==> config.mk <==
export PLATFORM = sky130hd
export DESIGN_NAME = pipelined_control_unit
export DESIGN_NICKNAME = d
export VERILOG_FILES = /design/src/rtl/pipelined_control_unit.sv
export SDC_FILE = /design/constraint.sdc
export NUM_CORES = 1
export LEC_CHECK = 0
export CAP_MARGIN = 10
export CORE_MARGIN = 3
export CORE_UTILIZATION = 42
export CTS_CLUSTER_SIZE = 25
export DETAILED_ROUTE_END_ITERATION = 8
export HOLD_SLACK_MARGIN = 0.1
export PLACE_DENSITY = 0.74
export SLEW_MARGIN = 20
export SYNTH_ARGS = -nofsm -noshare
export SYNTH_HDL_FRONTEND = slang
export SYNTH_SLANG_ARGS = --single-unit
export TNS_END_PERCENT = 20
==> constraint.sdc <==
create_clock -name clk -period 1.3 [get_ports clk]
set_input_delay 0.195 -clock clk [delete_from_list [all_inputs] [get_ports clk]]
set_output_delay 0.195 -clock clk [all_outputs]
set_load 0.05 [all_outputs]
==> src/rtl/pipelined_control_unit.sv <==
`default_nettype none
// ============================================================================
//  Module   : pipelined_control_unit
//  Purpose  : Single-issue instruction decoder with registered control
//             strobes, latched compare flags and a multi-cycle hold for
//             memory reads.
//  Revision : 1.0  initial release
// ============================================================================
module pipelined_control_unit #(
  parameter int IW      = 9,
  parameter int SHAMT_W = 5,
  parameter int LUT_W   = 4,
  parameter int MEM_LAT = 1
) (
  input  logic               clk,
  input  logic               reset,
  input  logic               instr_valid,
  input  logic [IW-1:0]      instr,
  input  logic               cmp_eq,
  input  logic               cmp_lt,
  output logic               instr_ready,
  output logic               dec_valid,
  output logic               reg_write,
  output logic               mem_write,
  output logic               mem_read,
  output logic               branch_en,
  output logic               shift_en,
  output logic               lut_en,
  output logic               illegal,
  output logic [2:0]         alu_op,
  output logic               shift_dir,
  output logic [SHAMT_W-1:0] shift_amt,
  output logic [LUT_W-1:0]   lut_index,
  output logic               flag_eq,
  output logic               flag_lt
);

  localparam logic [3:0] LAT_INIT = 4'(MEM_LAT);

  typedef enum logic [0:0] {S_RUN = 1'b0, S_WAIT = 1'b1} state_t;

  typedef struct packed {
    logic               dec_valid;
    logic               reg_write;
    logic               mem_write;
    logic               mem_read;
    logic               branch_en;
    logic               shift_en;
    logic               lut_en;
    logic               illegal;
    logic [2:0]         alu_op;
    logic               shift_dir;
    logic [SHAMT_W-1:0] shift_amt;
    logic [LUT_W-1:0]   lut_index;
  } ctrl_t;

  state_t             state, state_nx;
  logic [3:0]         cnt, cnt_nx;
  logic               pend_wr, pend_wr_nx;
  ctrl_t              ctrl, ctrl_nx;
  logic               flag_eq_nx, flag_lt_nx;
  logic               sh_en, is_rd, rd_wr;

  logic [1:0]         itype;
  logic [2:0]         sub3;
  logic [1:0]         sub2;
  logic [3:0]         funct;

  assign itype = instr[IW-1:IW-2];
  assign sub3  = instr[IW-3:IW-5];
  assign sub2  = instr[IW-3:IW-4];
  assign funct = instr[3:0];

  assign instr_ready = (state == S_RUN);
  assign dec_valid   = ctrl.dec_valid;
  assign reg_write   = ctrl.reg_write;
  assign mem_write   = ctrl.mem_write;
  assign mem_read    = ctrl.mem_read;
  assign branch_en   = ctrl.branch_en;
  assign shift_en    = ctrl.shift_en;
  assign lut_en      = ctrl.lut_en;
  assign illegal     = ctrl.illegal;
  assign alu_op      = ctrl.alu_op;
  assign shift_dir   = ctrl.shift_dir;
  assign shift_amt   = ctrl.shift_amt;
  assign lut_index   = ctrl.lut_index;

  // State, counter, control outputs and flags; reset discards any same-cycle accept
  always_ff @(posedge clk) begin
    if (reset) begin
      state   <= S_RUN;
      cnt     <= '0;
      pend_wr <= 1'b0;
      ctrl    <= '0;
      flag_eq <= 1'b0;
      flag_lt <= 1'b0;
    end else begin
      state   <= state_nx;
      cnt     <= cnt_nx;
      pend_wr <= pend_wr_nx;
      ctrl    <= ctrl_nx;
      flag_eq <= flag_eq_nx;
      flag_lt <= flag_lt_nx;
    end
  end

  // Decode the accepted instruction, or sequence the held memory read
  always_comb begin
    state_nx   = state;
    cnt_nx     = cnt;
    pend_wr_nx = pend_wr;
    ctrl_nx    = '0;
    flag_eq_nx = flag_eq;
    flag_lt_nx = flag_lt;
    sh_en      = 1'b0;
    is_rd      = 1'b0;
    rd_wr      = 1'b0;

    if (state == S_WAIT) begin
      // Keep the read's fields steady; completion strobes only on the last cycle
      ctrl_nx           = ctrl;
      ctrl_nx.dec_valid = 1'b0;
      ctrl_nx.reg_write = 1'b0;
      if (cnt <= 4'd1) begin
        state_nx          = S_RUN;
        cnt_nx            = '0;
        ctrl_nx.dec_valid = 1'b1;
        ctrl_nx.reg_write = pend_wr;
      end else begin
        cnt_nx = cnt - 4'd1;
      end
    end else if (instr_valid) begin
      ctrl_nx.dec_valid = 1'b1;
      case (itype)
        2'b00: begin
          if (funct <= 4'd4) begin
            ctrl_nx.alu_op    = sub3;
            ctrl_nx.reg_write = 1'b1;
          end else if (funct <= 4'd7) begin
            ctrl_nx.alu_op = sub3;
            case (funct)
              4'd5: begin flag_eq_nx = 1'b0;   flag_lt_nx = cmp_lt;          end
              4'd6: begin flag_eq_nx = cmp_eq; flag_lt_nx = cmp_lt | cmp_eq; end
              default: begin flag_eq_nx = cmp_eq; flag_lt_nx = 1'b0;         end
            endcase
          end else begin
            ctrl_nx.illegal = 1'b1;
          end
        end
        2'b01: begin
          case (sub3)
            3'd0: ctrl_nx.mem_write = 1'b1;
            3'd1, 3'd6: begin
              ctrl_nx.mem_read  = 1'b1;
              ctrl_nx.reg_write = 1'b1;
              is_rd             = 1'b1;
              rd_wr             = 1'b1;
            end
            3'd2, 3'd3: begin
              ctrl_nx.mem_read  = 1'b1;
              ctrl_nx.lut_en    = 1'b1;
              ctrl_nx.lut_index = instr[LUT_W-1:0];
              is_rd             = 1'b1;
            end
            3'd4, 3'd5: begin
              ctrl_nx.reg_write = 1'b1;
              ctrl_nx.lut_index = instr[LUT_W-1:0];
            end
            default: ctrl_nx.illegal = 1'b1;
          endcase
        end
        2'b10: begin
          case (sub2)
            2'd0:    ctrl_nx.branch_en = flag_eq;
            2'd1:    ctrl_nx.branch_en = flag_lt;
            2'd2:    ctrl_nx.branch_en = flag_eq | flag_lt;
            default: ctrl_nx.branch_en = 1'b1;
          endcase
        end
        default: begin
          case (sub2)
            2'd2:    sh_en = flag_eq;
            2'd3:    sh_en = flag_lt;
            default: sh_en = 1'b1;
          endcase
          if (sh_en) begin
            ctrl_nx.shift_en  = 1'b1;
            ctrl_nx.reg_write = 1'b1;
            ctrl_nx.shift_dir = sub2[0];
            ctrl_nx.shift_amt = instr[SHAMT_W-1:0];
          end
        end
      endcase

      // Memory reads with latency park in WAIT and defer completion
      if (is_rd && (MEM_LAT != 0)) begin
        ctrl_nx.dec_valid = 1'b0;
        ctrl_nx.reg_write = 1'b0;
        pend_wr_nx        = rd_wr;
        cnt_nx            = LAT_INIT;
        state_nx          = S_WAIT;
      end
    end
  end

endmodule
`default_nettype wire

Word level (Yosys, flattened, before mapping)
Cells that the tools add are included.
- input bits: 14
- flip-flop bits (word level): 29
- output and inout bits: 24
- word-level logic and storage cells: 99
- add/sub/neg operators: 1
- multiplexer cells: 46
- reductions and logical operators: 15
- order comparisons: 3
- eq/ne operators: 13
- bitwise operators: 4
- operators by type and width (operator ; count):
    21-bit 2-to-1 mux ; 2
    1-bit 2-to-1 mux ; 25
    4-bit 2-to-1 mux ; 6
    6-bit 2-to-1 mux ; 2
    4-bit OR reduction ; 3
    3-bit == test, second input constant ; 3
    3-bit 2-to-1 mux ; 3
    4-bit by 3-bit == test with 1-bit output, second input constant ; 2
    4-bit by 3-bit less-or-equal comparator with 1-bit output, second input constant ; 2
    7-bit OR reduction ; 1
    2-bit == test, second input constant ; 3
    3-bit by 2-bit == test with 1-bit output, second input constant ; 2
    2-bit 2-to-1 mux ; 3
    1-bit case mux with 2 select lines ; 3
    1-bit case mux with 3 select lines ; 2
    5-bit AND reduction ; 1
    2-bit by 1-bit == test with 1-bit output, second input constant ; 2
    4-bit by 1-bit less-or-equal comparator with 1-bit output, second input constant ; 1
    2-bit zero test ; 2
    2-bit nonzero test ; 2
    2-bit OR reduction ; 2
    4-bit by 1-bit subtractor with 4-bit output, second input constant ; 1
    3-bit by 1-bit == test with 1-bit output, second input constant ; 1
    3-bit zero test ; 1
    other kinds (5) ; 7

Longest topological paths before layout
Gate-level depths: netlist of run 1.
- word-level depth: 10
- gate-level depth with buffers: 6
- gate-level depth less buffers: 6

Least setup slack after synthesis of run 1
No wires, ideal clock.
- path type: register to register
- start point: register flag_eq
- end point: register ctrl, in the netlist shift_amt[0]
- data arrival time: 1452 ps
- buffers on the path: 0
- clock period less this slack: 1517 ps
- data required time: 1235 ps
- path slack: -217 ps
- setup time: 65 ps
- stages on the path, launching flop included: 5
- cell sequence: dfxtp_1 nand2b_1 a311oi_4 a22oi_1 nor2_1
- cells in the longest elaborated chain, start to end: 7
- RTL lines (what ; line ; source):
    start: declaration ; 34 ; output logic flag_eq,
    start signal: assignment ; 102 ; flag_eq <= flag_eq_nx;
    1-bit case mux with 2 select lines ; 181 ; case (sub2)
    1-bit 2-to-1 mux ; 134 ; case (itype)
    1-bit 2-to-1 mux ; 132 ; end else if (instr_valid) begin
    1-bit 2-to-1 mux ; 119 ; if (state == S_WAIT) begin
    6-bit 2-to-1 mux ; 186 ; if (sh_en) begin
    6-bit 2-to-1 mux ; 134 ;
    21-bit 2-to-1 mux ; 132 ;
    end signal: assignment ; 101 ; ctrl <= ctrl_nx;
    end: declaration ; 60 ; ctrl_t ctrl, ctrl_nx;
Every way passes these cells. The select of a mux whose other input is x is not followed.
A chain may end at the register's enable or synchronous reset.

Final worst setup path of run 1
- start point: register state
- end point: register flag_lt
- cells in the longest elaborated chain, start to end: 2
- RTL lines (what ; line ; source):
    start: declaration ; 57 ; state_t state, state_nx;
    start signal: assignment ; 98 ; state <= state_nx;
    1-bit NOT (no source line) ; n/a ;
    5-bit AND reduction (no source line) ; n/a ;
    end signal: assignment ; 103 ; flag_lt <= flag_lt_nx;
    end: declaration ; 35 ; output logic flag_lt
Every way passes these cells.

==> summary.md, run 1 <==
| Metric | Value |
|---|---|
| Skew final | `approximately 0.0076 ns` |
| Leakage | `roughly 0.92 nW` |
| Commonest non-fill, non-tap cell in the layout | `buf_4` |
| Yosys warnings | `0` |
| Crit Path Max Fanout | `4` |
| Clk sinks | `29` |
| Comb pwr share | `0.194` |
| Cells after synthesis | `roughly 160` |
| Hold Fails Final Rpt | `0` |
| Syn-to-layout area delta | `75.4%` |
| Final HPWL DP | `roughly 2900 um` |
| Average instance area after synthesis | `8.84 um2` |
| Mapped Area | `1370 um2` |
| Longest Clk Path Bufs | `2` |
| CTS tree | `yes` |
| Seq/Total Area, Yosys | `0.424` |
| Most frequent cells in the layout | `buf_4 (29), dfxtp_1 (26), nor2_1 (25), buf_12 (24), a22oi_1 (14)` |
| DR DRC count | `0` |
| Vias per cell | `5.61` |
| Max Cap Viol | `0` |
| Design Power | `2.15 mW` |
| # setup viols final | `4` |
| Remaining antenna violation count | `0` |
| CP Class | `reg -> reg` |
| Register area | `approximately 590 um2` |
| First-pass GRT wire length | `6610 um` |
| Row count | `20` |
| FILL cells | `roughly 210` |
| Int Pwr | `approximately 1.6 mW` |
| IO Pins | `38` |
| Critical path arrival | `1.58 ns` |
| Synthesized flop and latch total | `29` |
| PortBufs | `37` |
| Core area | `3080 um2` |
| Place WS | `-0.465 ns` |
| Max-slew headroom | `0.753` |
| 1st-iter DRT viols | `150` |
| Die area | `around 4000 um2` |
| Global route total overflow | `0` |
| Final Slew Violations | `0` |
| Pwr per Cell Area | `895 nW/um2` |
| Chip height | `between 60 and 70 um` |
| VDD IR-drop max | `between 0.0006 and 0.0007 V` |
| Fin crit share | `1.03` |
| Largest net degree at the start of global routing | `27` |
| Worst Setup End Kind | `flop` |
| Post-route setup slack | `-0.0405 ns` |
| Routability cong. | `between 0.8 and 0.9` |
| Pre-antenna DRT Iters | `4` |
| Antenna Diode Count | `0` |
| Final WL | `roughly 4300 um` |
| Switching share of power | `0.273` |
| Vias post-DR | `between 1000 and 1500` |
| Area occupied by multi-input gates | `773 um2` |
| Failing checks | `negative setup slack` |
| Cell variety after synth | `40` |
| Fmax | `approximately 750 MHz` |
| H-tree depth | `2` |
| CP Launch Type | `flop` |
| Vias in the first global route | `approximately 1400` |
| Root Buffer | `clkbuf_4` |
| Fin nets | `~240` |
| CTS Buf Count | `5` |
| RSZ-0062 raised after global routing | `true` |
| Status | `finished with violations` |
| Layout cells sized above 1 | `0.372` |
| Avg WL per Cell | `between 15 and 20 um` |
| Synth Net Count | `~170` |
| Worst-path clk slew | `approximately 0.1 ns` |
| Clk_lat worst skew | `0.35 ns` |
| Fin crit period | `roughly 1.3 ns` |
| Initial Util | `0.445` |
| Required time worst endpoint | `between 1.5 and 2 ns` |
| Tightest Pin Transition | `0.367 ns` |
| Die Wd | `roughly 63 um` |
| Switch Pwr | `around 0.6 mW` |
| Class of the worst hold path | `in -> reg` |
| Initial antenna violation count | `0` |
| Clk network pwr share | `0.378` |
| Global-route usage over all layers | `0.212` |
| Flop pwr share | `0.428` |
[critical path, cell delays in order, from the launching register on]
cell and delay (ns):
dfxtp_4 0.37, nand2b_4 0.18, or4_4 0.45, o21ai_1 0.16, a21oi_1 0.08
[stage by stage]
step	cell area (um2)	hold WS (ns)	cells	utilization	TNS, ns
after floorplan	1380	0.339	155	-	0
after global placement	2170	0.488	253	0.706	-8.66
after detailed placement	2170	0.492	253	0.706	-9.87
after CTS	2310	0.397	262	0.749	-0.0404
after global routing	2400	0.459	267	0.781	-0.380
final	2400	0.407	267	0.781	-0.0759
[area by class of cell]
type / instances / share of cell area
clock buffers: 6 / 0.0213
clock inverters: 2 / 0.0151
inverters: 4 / 0.00833
multi-input cells: 113 / 0.322
flip-flops and latches: 29 / 0.245
well taps: 44 / 0.0229
repair buffers: 69 / 0.365
[state kept, by name, indices dropped and copies added, names as in the netlist]
signal and count:
illegal 1, shift_dir 1, shift_en 1, shift_amt 5, lut_index 4, mem_read 1, dec_valid 1, flag_eq 1
lut_en 1, cnt 4, reg_write 1, branch_en 1, mem_write 1, state 1, flag_lt 1, alu_op 3
pend_wr 1
[final timing paths]
check | depth (start not counted) | slack, ns | startpoint | endpoint
min reg2reg | 2 | 0.51 | branch_en$_SDFFE_PP0N_ | branch_en$_SDFFE_PP0N_
min | 3 | 0.41 | instr[8] | branch_en$_SDFFE_PP0N_
max | 4 | -0.04 | state$_SDFF_PP0_ | flag_lt$_SDFFE_PP0P_
max reg2reg | 4 | -0.04 | state$_SDFF_PP0_ | flag_lt$_SDFFE_PP0P_
[synthesized netlist by cell type (all sizes together)]
| library cell | n | area [um2] |
|---|---|---|
| a211oi | 2 | 15.0 |
| a21o | 1 | 7.51 |
| a21oi | 9 | 45.0 |
| a221oi | 1 | 15.0 |
| a22oi | 14 | 105 |
| a311oi | 1 | 26.3 |
| a31o | 1 | 8.76 |
| a31oi | 4 | 25.0 |
| a32o | 1 | 10.0 |
| a32oi | 1 | 8.76 |
| a41oi | 1 | 27.5 |
| and2b | 1 | 10.0 |
| buf | 5 | 36.3 |
| clkbuf | 4 | 15.0 |
| dfxtp | 29 | 581 |
| ha | 2 | 25.0 |
| inv | 4 | 15.0 |
| nand2 | 8 | 30.0 |
| nand2b | 3 | 21.3 |
| nand3 | 1 | 5.00 |
| nand3b | 3 | 22.5 |
| nand4 | 2 | 12.5 |
| nand4bb | 1 | 11.3 |
| nor2 | 26 | 97.6 |
| nor2b | 3 | 18.8 |
| nor3 | 6 | 30.0 |
| nor3b | 1 | 7.51 |
| nor4 | 1 | 21.3 |
| o211ai | 1 | 7.51 |
| o21a | 2 | 15.0 |
| o21ai | 9 | 45.0 |
| o21bai | 1 | 7.51 |
| o22ai | 1 | 6.26 |
| or2 | 1 | 6.26 |
| or3 | 2 | 12.5 |
| or4 | 1 | 7.51 |
| xnor2 | 1 | 8.76 |
[repair_timing]
action,4_1_cts,5_1_grt
pin swaps,3,2
gates cloned,0,1
setup buffers,1,4
endpoints found under the setup margin,18,18
resized for setup,13,14
hold buffers,0,0
[per-layer routing]
metal,vias to the layer above,wire (um),global-route usage,part of all wire
met5,-,0,0,0
met4,0,103,0.0799,0.024
met3,13,347,0.0766,0.080
met2,71,2170,0.337,0.50
met1,712,1690,0.260,0.39
li1,702,-,-,-
[power groups by stage]
stage	Sequential, mW	Combinational, mW	Clock [mW]
after floorplan	0.973	0.144	0
after global placement	0.940	0.359	0
after detailed placement	0.941	0.369	0
after CTS	0.921	0.385	0.801
after global routing	0.923	0.441	0.868
final	0.920	0.417	0.814
[cells by family (layout without fill, tap and decap cells)]
logic type / after synthesis / after routing / share of synthesized area
compound gates: 50 / 50 / 0.274
xor+xnor: 1 / 1 / 0.00639
flops: 29 / 29 / 0.424
buf+inv: 13 / 81 / 0.0484
fa+ha+maj: 2 / 2 / 0.0183
simple gates: 60 / 60 / 0.229
Power figures use the tool's default switching activity.
==> run 2, diff against run 1 <==
--- a/config.mk
+++ b/config.mk
@@ -7,11 +7,13 @@
 export LEC_CHECK = 0
 export CAP_MARGIN = 10
 export CORE_MARGIN = 3
-export CORE_UTILIZATION = 42
+export CORE_UTILIZATION = 47
 export CTS_CLUSTER_SIZE = 25
 export DETAILED_ROUTE_END_ITERATION = 8
 export HOLD_SLACK_MARGIN = 0.1
-export PLACE_DENSITY = 0.74
+export PLACE_DENSITY = 0.79
+export SETUP_SLACK_MARGIN = 0.4
+export SKIP_CTS_REPAIR_TIMING = 1
 export SLEW_MARGIN = 20
 export SYNTH_ARGS = -nofsm -noshare
 export SYNTH_HDL_FRONTEND = slang
==> constraint.sdc (replaced) <==
create_clock -name clk -period 1.4 [get_ports clk]
set_input_delay 0.21 -clock clk [delete_from_list [all_inputs] [get_ports clk]]
set_output_delay 0.21 -clock clk [all_outputs]
set_load 0.05 [all_outputs]
==> run 2 against run 1 <==
  * The run still ends with negative setup slack left
  * Total power down 15%
  * Register-to-register slack worse by 0.11 ns
  * Via count up 16%
  * Critical endpoint is now pend_wr$_SDFFE_PP0P_
==> summary.md, run 2 (synthesis gave the netlist of run 1 again) <==
| Metric | Value |
|---|---|
| Status | `finished with violations` |
| Failing checks | `negative setup slack` |
| Die area | `3600 um2 (-9.7%)` |
| Critical path arrival | `1.79 ns (+0.21 ns)` |
| Routability cong. | `0.851 (-1.8%)` |
| Fin util | `0.952 (+0.171)` |
| Clk sinks | `29 (unchanged)` |
| CP Class | `reg -> reg` |
| 1st-iter DRT viols | `252 (+68%)` |
| CTS tree | `yes` |
| Largest net degree at the start of global routing | `24 (-11%)` |
| First-pass GRT wire length | `7230 um (+9.4%)` |
| Reg2Reg Depth | `4 (unchanged)` |
| Place WS | `-0.418 ns (+0.0464 ns)` |
| Die Wd | `60.0 um (-5.0%)` |
| Syn-to-layout area delta | `81.6%` |
| Uppermost layer routed | `met4` |
| Remaining antenna violation count | `0 (unchanged)` |
| Routed length on met2 | `3240 um (+49%)` |
| Placed cell area | `2210 um2 (+1.8%)` |
| Final WL | `6790 um (+57%)` |
| DR DRC count | `0 (unchanged)` |
| Fin crit share | `1.11 (+0.0796)` |
| Worst Setup SP | `state$_SDFF_PP0_` |
| Leakage | `1.02 nW (+11%)` |
| Vias in the first global route | `1532 (+11%)` |
| FILL cells | `72 (-66%)` |
| M1 WL | `2390 um (+41%)` |
| H-tree depth | `2 (unchanged)` |
| Core area | `2610 um2 (-15%)` |
| Global route total overflow | `0 (unchanged)` |
| Initial Util | `0.524 (+0.0793)` |
| Vias per cell | `6.68 (+19%)` |
| Hold WS | `0.307 ns (-0.100 ns)` |
| Root Buffer | `clkbuf_4` |
| Metal3 WL | `696 um (+100%)` |
| PortBufs | `37 (unchanged)` |
| Final HPWL DP | `3450 um (+21%)` |
| Layout cells sized above 1 | `0.417 (+0.0445)` |
| Commonest non-fill, non-tap cell in the layout | `buf_4` |
| Hold path cells | `4 (+1)` |
| Crit Path Max Fanout | `5 (+1)` |
| IO Pins | `38 (unchanged)` |
| Reg-to-reg startpoint | `state$_SDFF_PP0_` |
| Pre-antenna DRT Iters | `5 (+1)` |
| CP Launch Type | `flop` |
| Avg WL per Cell | `26.2 um (+62%)` |
| Max Cap Viol | `0 (unchanged)` |
| Required time worst endpoint | `1.63 ns (+0.09 ns)` |
| VDD IR-drop max | `0.000897 V (+36%)` |
| CTS Buf Count | `5 (unchanged)` |
| Design Power | `1.83 mW (-15%)` |
| Worst Setup End Kind | `flop` |
| Skew final | `0.0236 ns (+0.0160 ns)` |
| RSZ-0062 raised after global routing | `true` |
| Class of the worst hold path | `in -> reg` |
| Worst Min Path Start | `instr[0]` |
| # setup viols final | `4 (unchanged)` |
| Worst-path clk slew | `0.12 ns (+0.02 ns)` |
| Tightest Pin Transition | `0.408 ns (+0.0417 ns)` |
| Max-slew headroom | `0.726 (-0.0265)` |
| Max reg flops | `5 (unchanged)` |
| Most frequent cells in the layout | `buf_4 (32), dfxtp_1 (25), nor2_1 (24), buf_12 (24), a22oi_1 (14)` |
| Hold Fails Final Rpt | `0 (unchanged)` |
| Chip height | `60.0 um (-5.0%)` |
| Initial antenna violation count | `0 (unchanged)` |
| Final Slew Violations | `0 (unchanged)` |
| Pwr per Cell Area | `737 nW/um2 (-18%)` |
| Clk_lat worst skew | `0.36 ns (about the same)` |
| Row count | `18 (-10%)` |
| Fmax | `643 MHz (-14%)` |
| Post-route setup slack | `-0.155 ns (-0.114 ns)` |
| Fin crit period | `1.55 ns (+0.214 ns)` |
| Vias post-DR | `1731 (+16%)` |
| Fin nets | `243 (+2.1%)` |
| Global-route usage over all layers | `0.278 (+0.0666)` |
| Post-route cell area | `2490 um2 (+3.5%)` |
| Longest Clk Path Bufs | `2 (unchanged)` |
run 2: changes by cell type in the layout (fill, tap and decap cells not counted), sizes merged:
cell / previous run / this run
inv: 5 / 3
clkinv: 0 / 2
dlymetal6s2s: 1 / 9
bufinv: 1 / 0
buf: 55 / 60
diode: 0 / 1
clkdlybuf4s50: 9 / 4
dlygate4sd2: 3 / 0
clkinvlp: 0 / 1
run 2: through the flow:
stage	instances	setup TNS, ns
floorplan	155	0
global placement	240	-5.64
detailed placement	240	-8.27
CTS	248	-0.460
global route	258	-0.445
finish	259	-0.303
run 2: layer usage:
layer	vias to the layer above	global-route usage
met5	-	0
met4	0	0.158
met3	49	0.0734
met2	168	0.452
met1	804	0.328
li1	710	-
run 2: critical path: stages (launching register included):
cell and delay, ns:
dfxtp_4 0.38, buf_6 0.12, nand4bb_4 0.23, or3_1 0.38, a31oi_1 0.33
run 2: worst paths after layout:
| check | endpoint | slack, ns |
|---|---|---|
| worst max-delay path | pend_wr$_SDFFE_PP0P_ | -0.15 |
| worst min-delay path | shift_amt[0]$_SDFFE_PP0N_ | 0.31 |
| worst max register to register | pend_wr$_SDFFE_PP0P_ | -0.15 |
| worst min register to register | branch_en$_SDFFE_PP0N_ | 0.58 |
run 2: area by class of cell:
cell class,instances,area (um2),share of cell area
multi-input combinational,113,838,0.337
timing repair buffer,74,943,0.379
clock inverter,2,10.0,0.00402
tap,30,37.5,0.0151
sequential,29,596,0.239
antenna,1,2.50,0.00101
clock buffer,6,41.3,0.0166
inverter,4,18.8,0.00755
run 2: report_power, final:
part           total, mW  switching (mW)  internal, mW
combinational      0.455           0.242         0.212
clock              0.521           0.330         0.191
sequential         0.858          0.0223         0.836
==> run 3, diff against run 2 <==
--- a/config.mk
+++ b/config.mk
@@ -8,8 +8,9 @@
 export CAP_MARGIN = 10
 export CORE_MARGIN = 3
 export CORE_UTILIZATION = 47
-export CTS_CLUSTER_SIZE = 25
+export CTS_CLUSTER_SIZE = 10
 export DETAILED_ROUTE_END_ITERATION = 8
+export GPL_TIMING_DRIVEN = 0
 export HOLD_SLACK_MARGIN = 0.1
 export PLACE_DENSITY = 0.79
 export SETUP_SLACK_MARGIN = 0.4
==> run 3 against run 2 <==
  * The flow now finishes without violations
  * Global-route usage is 5.0 points lower
  * Clock skew is 0.016 ns lower
  * First-iteration DRC count is 71% lower
  * Final cell count is 8.1% lower
  * Register-to-register slack better by 0.26 ns
  * Critical path depth is 3 lower
  * Fmax is 17% higher
  * Die area stayed put
  * Count of clock-buffer cells in the layout is 1 higher
  * Worst setup slack better by 0.22 ns
  * Sequential power is 1% lower
  * Critical endpoint is now illegal
  * Largest power group unchanged
==> summary.md, run 3 (synthesis gave the netlist of run 1 again) <==
| Metric | Value |
|---|---|
| Most frequent cells in the layout | `nor2_1 (26), dlymetal6s2s_1 (22), dfxtp_1 (18), a22oi_1 (14), buf_8 (10)` |
| VDD IR-drop max | `0.000913 V (+1.8%)` |
| Hold Fails Final Rpt | `0 (unchanged)` |
| FF-to-FF setup slack | `0.11 ns (+0.26 ns)` |
| Initial antenna violation count | `0 (unchanged)` |
| Routability cong. | `0.801 (-5.9%)` |
| Antenna Diode Count | `0 (-1)` |
| RSZ-0062 raised after global routing | `true` |
| Syn-to-layout area delta | `54.1%` |
| Critical path arrival | `1.12 ns (-0.67 ns)` |
| Worst Setup End Kind | `output port` |
| CTS Buf Count | `5 (unchanged)` |
| IO Pins | `38 (unchanged)` |
| Skew final | `0.00746 ns (-0.0161 ns)` |
| Clk sinks | `29 (unchanged)` |
| CP max stage delay | `0.43 ns (+0.05 ns)` |
| CP Launch Type | `flop` |
| Max Cap Viol | `0 (unchanged)` |
| Worst-path clk slew | `0.10 ns (-0.02 ns)` |
| Crit Path Max Fanout | `2 (-3)` |
| Critical path buffer and inverter count | `1 (unchanged)` |
| Global-route usage over all layers | `0.228 (-0.0498)` |
| Core area | `2610 um2 (unchanged)` |
| Die Wd | `60.0 um (unchanged)` |
| Final Slew Violations | `0 (unchanged)` |
| Max-slew headroom | `0.654 (-0.0727)` |
| 1st-iter DRT viols | `73 (-71%)` |
| Switching share of power | `0.286 (-0.0376)` |
| Post-Layout Cell Count | `238 (-8.1%)` |
| Fin crit share | `0.952 (-0.158)` |
| Chip height | `60.0 um (unchanged)` |
| Global route total overflow | `0 (unchanged)` |
| PortBufs | `36 (-2.7%)` |
| Int Pwr | `1.26 mW (+2.0%)` |
| Initial Util | `0.524 (unchanged)` |
| First-pass GRT wire length | `6110 um (-16%)` |
| Commonest non-fill, non-tap cell in the layout | `nor2_1` |
| Reg-to-reg startpoint | `state$_SDFF_PP0_` |
| Worst path cell trace | `dlymetal6s2s_1` |
| Fmax | `750 MHz (+17%)` |
| Worst Setup SP | `illegal$_SDFFE_PP0N_` |
| Switch Pwr | `0.508 mW (-15%)` |
| Avg WL per Cell | `17.2 um (-34%)` |
| Row count | `18 (unchanged)` |
| FILL cells | `167 (+130%)` |
| Final HPWL DP | `2680 um (-22%)` |
| Worst Min Path Start | `instr[2]` |
| Clk network pwr share | `0.336 (+0.052)` |
| Class of the worst hold path | `in -> reg` |
| Leakage | `1.07 nW (+4.9%)` |
| Flop pwr share | `0.479 (+0.011)` |
| Max reg flops | `5 (unchanged)` |
| CP Depth | `1 (-3)` |
| CP Class | `reg -> out` |
| Root Buffer | `clkbuf_4` |
| Vias per cell | `6.00 (-10%)` |
| Hold path cells | `3 (-1)` |
| Fin crit period | `1.33 ns (-0.222 ns)` |
| Status | `completed` |
| Required time worst endpoint | `1.19 ns (-0.44 ns)` |
| Final WL | `4090 um (-40%)` |
| Vias in the first global route | `1356 (-11%)` |
| H-tree depth | `2 (unchanged)` |
| DR DRC count | `0 (unchanged)` |
| Tightest Pin Transition | `0.519 ns (+0.110 ns)` |
| Fin util | `0.808 (-0.144)` |
| CTS tree | `yes` |
| Layout cells sized above 1 | `0.298 (-0.119)` |
| Cells after DPL | `221 (-7.9%)` |
| Setup_tns | `0 ns (+0.303 ns)` |
| Pwr per Cell Area | `839 nW/um2 (+14%)` |
| Slowest CP cell | `dlymetal6s2s_1` |
| Largest net degree at the start of global routing | `11 (-54%)` |
| Reg2Reg Depth | `4 (unchanged)` |
| Longest Clk Path Bufs | `2 (unchanged)` |
| # setup viols final | `0 (-4)` |
| Top Family by Delay on Critical Path | `buffers and inverters` |
| Comb pwr share | `0.185 (-0.063)` |
| Clk_lat worst skew | `0.34 ns (-0.02 ns)` |
| Die area | `3600 um2 (unchanged)` |
| Vias post-DR | `1429 (-17%)` |
| Fin nets | `223 (-8.2%)` |
| Remaining antenna violation count | `0 (unchanged)` |
| Pre-antenna DRT Iters | `4 (-1)` |
run 3: cell types whose count changed in the layout (fill, tap and decap cells not counted), sizes merged:
cell	change
buf	-36
diode	-1
clkbuf	+4
clkinv	-1
dlymetal6s2s	+13
run 3: worst paths after layout:
path / to
setup reg to reg: flag_lt$_SDFFE_PP0P_
hold reg to reg: branch_en$_SDFFE_PP0N_
setup / recovery: illegal
hold / removal: shift_amt[2]$_SDFFE_PP0N_
run 3: final cells by class:
type	instances	area, um2	share of cell area
Tap cell	30	37.5	0.0178
Clock buffer	7	65.1	0.0308
Timing Repair Buffer	45	537	0.254
Sequential cell	29	599	0.284
Inverter	4	18.8	0.00889
Clock inverter	1	5.00	0.00237
Buffer	9	58.8	0.0279
Multi-Input combinational cell	113	790	0.374
run 3: metal layers:
layer | routed length [um] | vias up | track usage
li1 | - | 678 | -
met1 | 1740 | 673 | 0.298
met2 | 1970 | 68 | 0.349
met3 | 302 | 10 | 0.0713
met4 | 78 | 0 | 0.0918
met5 | 0 | - | 0
run 3: power groups by stage:
stage,clock [mW],combinational [mW],sequential (mW)
2_1_floorplan,0,0.145,0.902
3_3_place_gp,0,0.285,0.865
3_5_place_dp,0,0.293,0.866
4_1_cts,0.598,0.295,0.847
5_1_grt,0.638,0.347,0.851
6_report,0.595,0.328,0.849
run 3: metrics by stage:
stage / power [mW] / area, um2 / hold WS (ns) / setup WS (ns)
2_1_floorplan: 1.05 / 1430 / 0.354 / 0.205
3_3_place_gp: 1.15 / 1830 / 0.453 / -0.396
3_5_place_dp: 1.16 / 1830 / 0.458 / -0.424
4_1_cts: 1.74 / 1900 / 0.290 / -0.524
5_1_grt: 1.84 / 2110 / 0.283 / 0.0187
6_report: 1.77 / 2110 / 0.271 / 0.0666
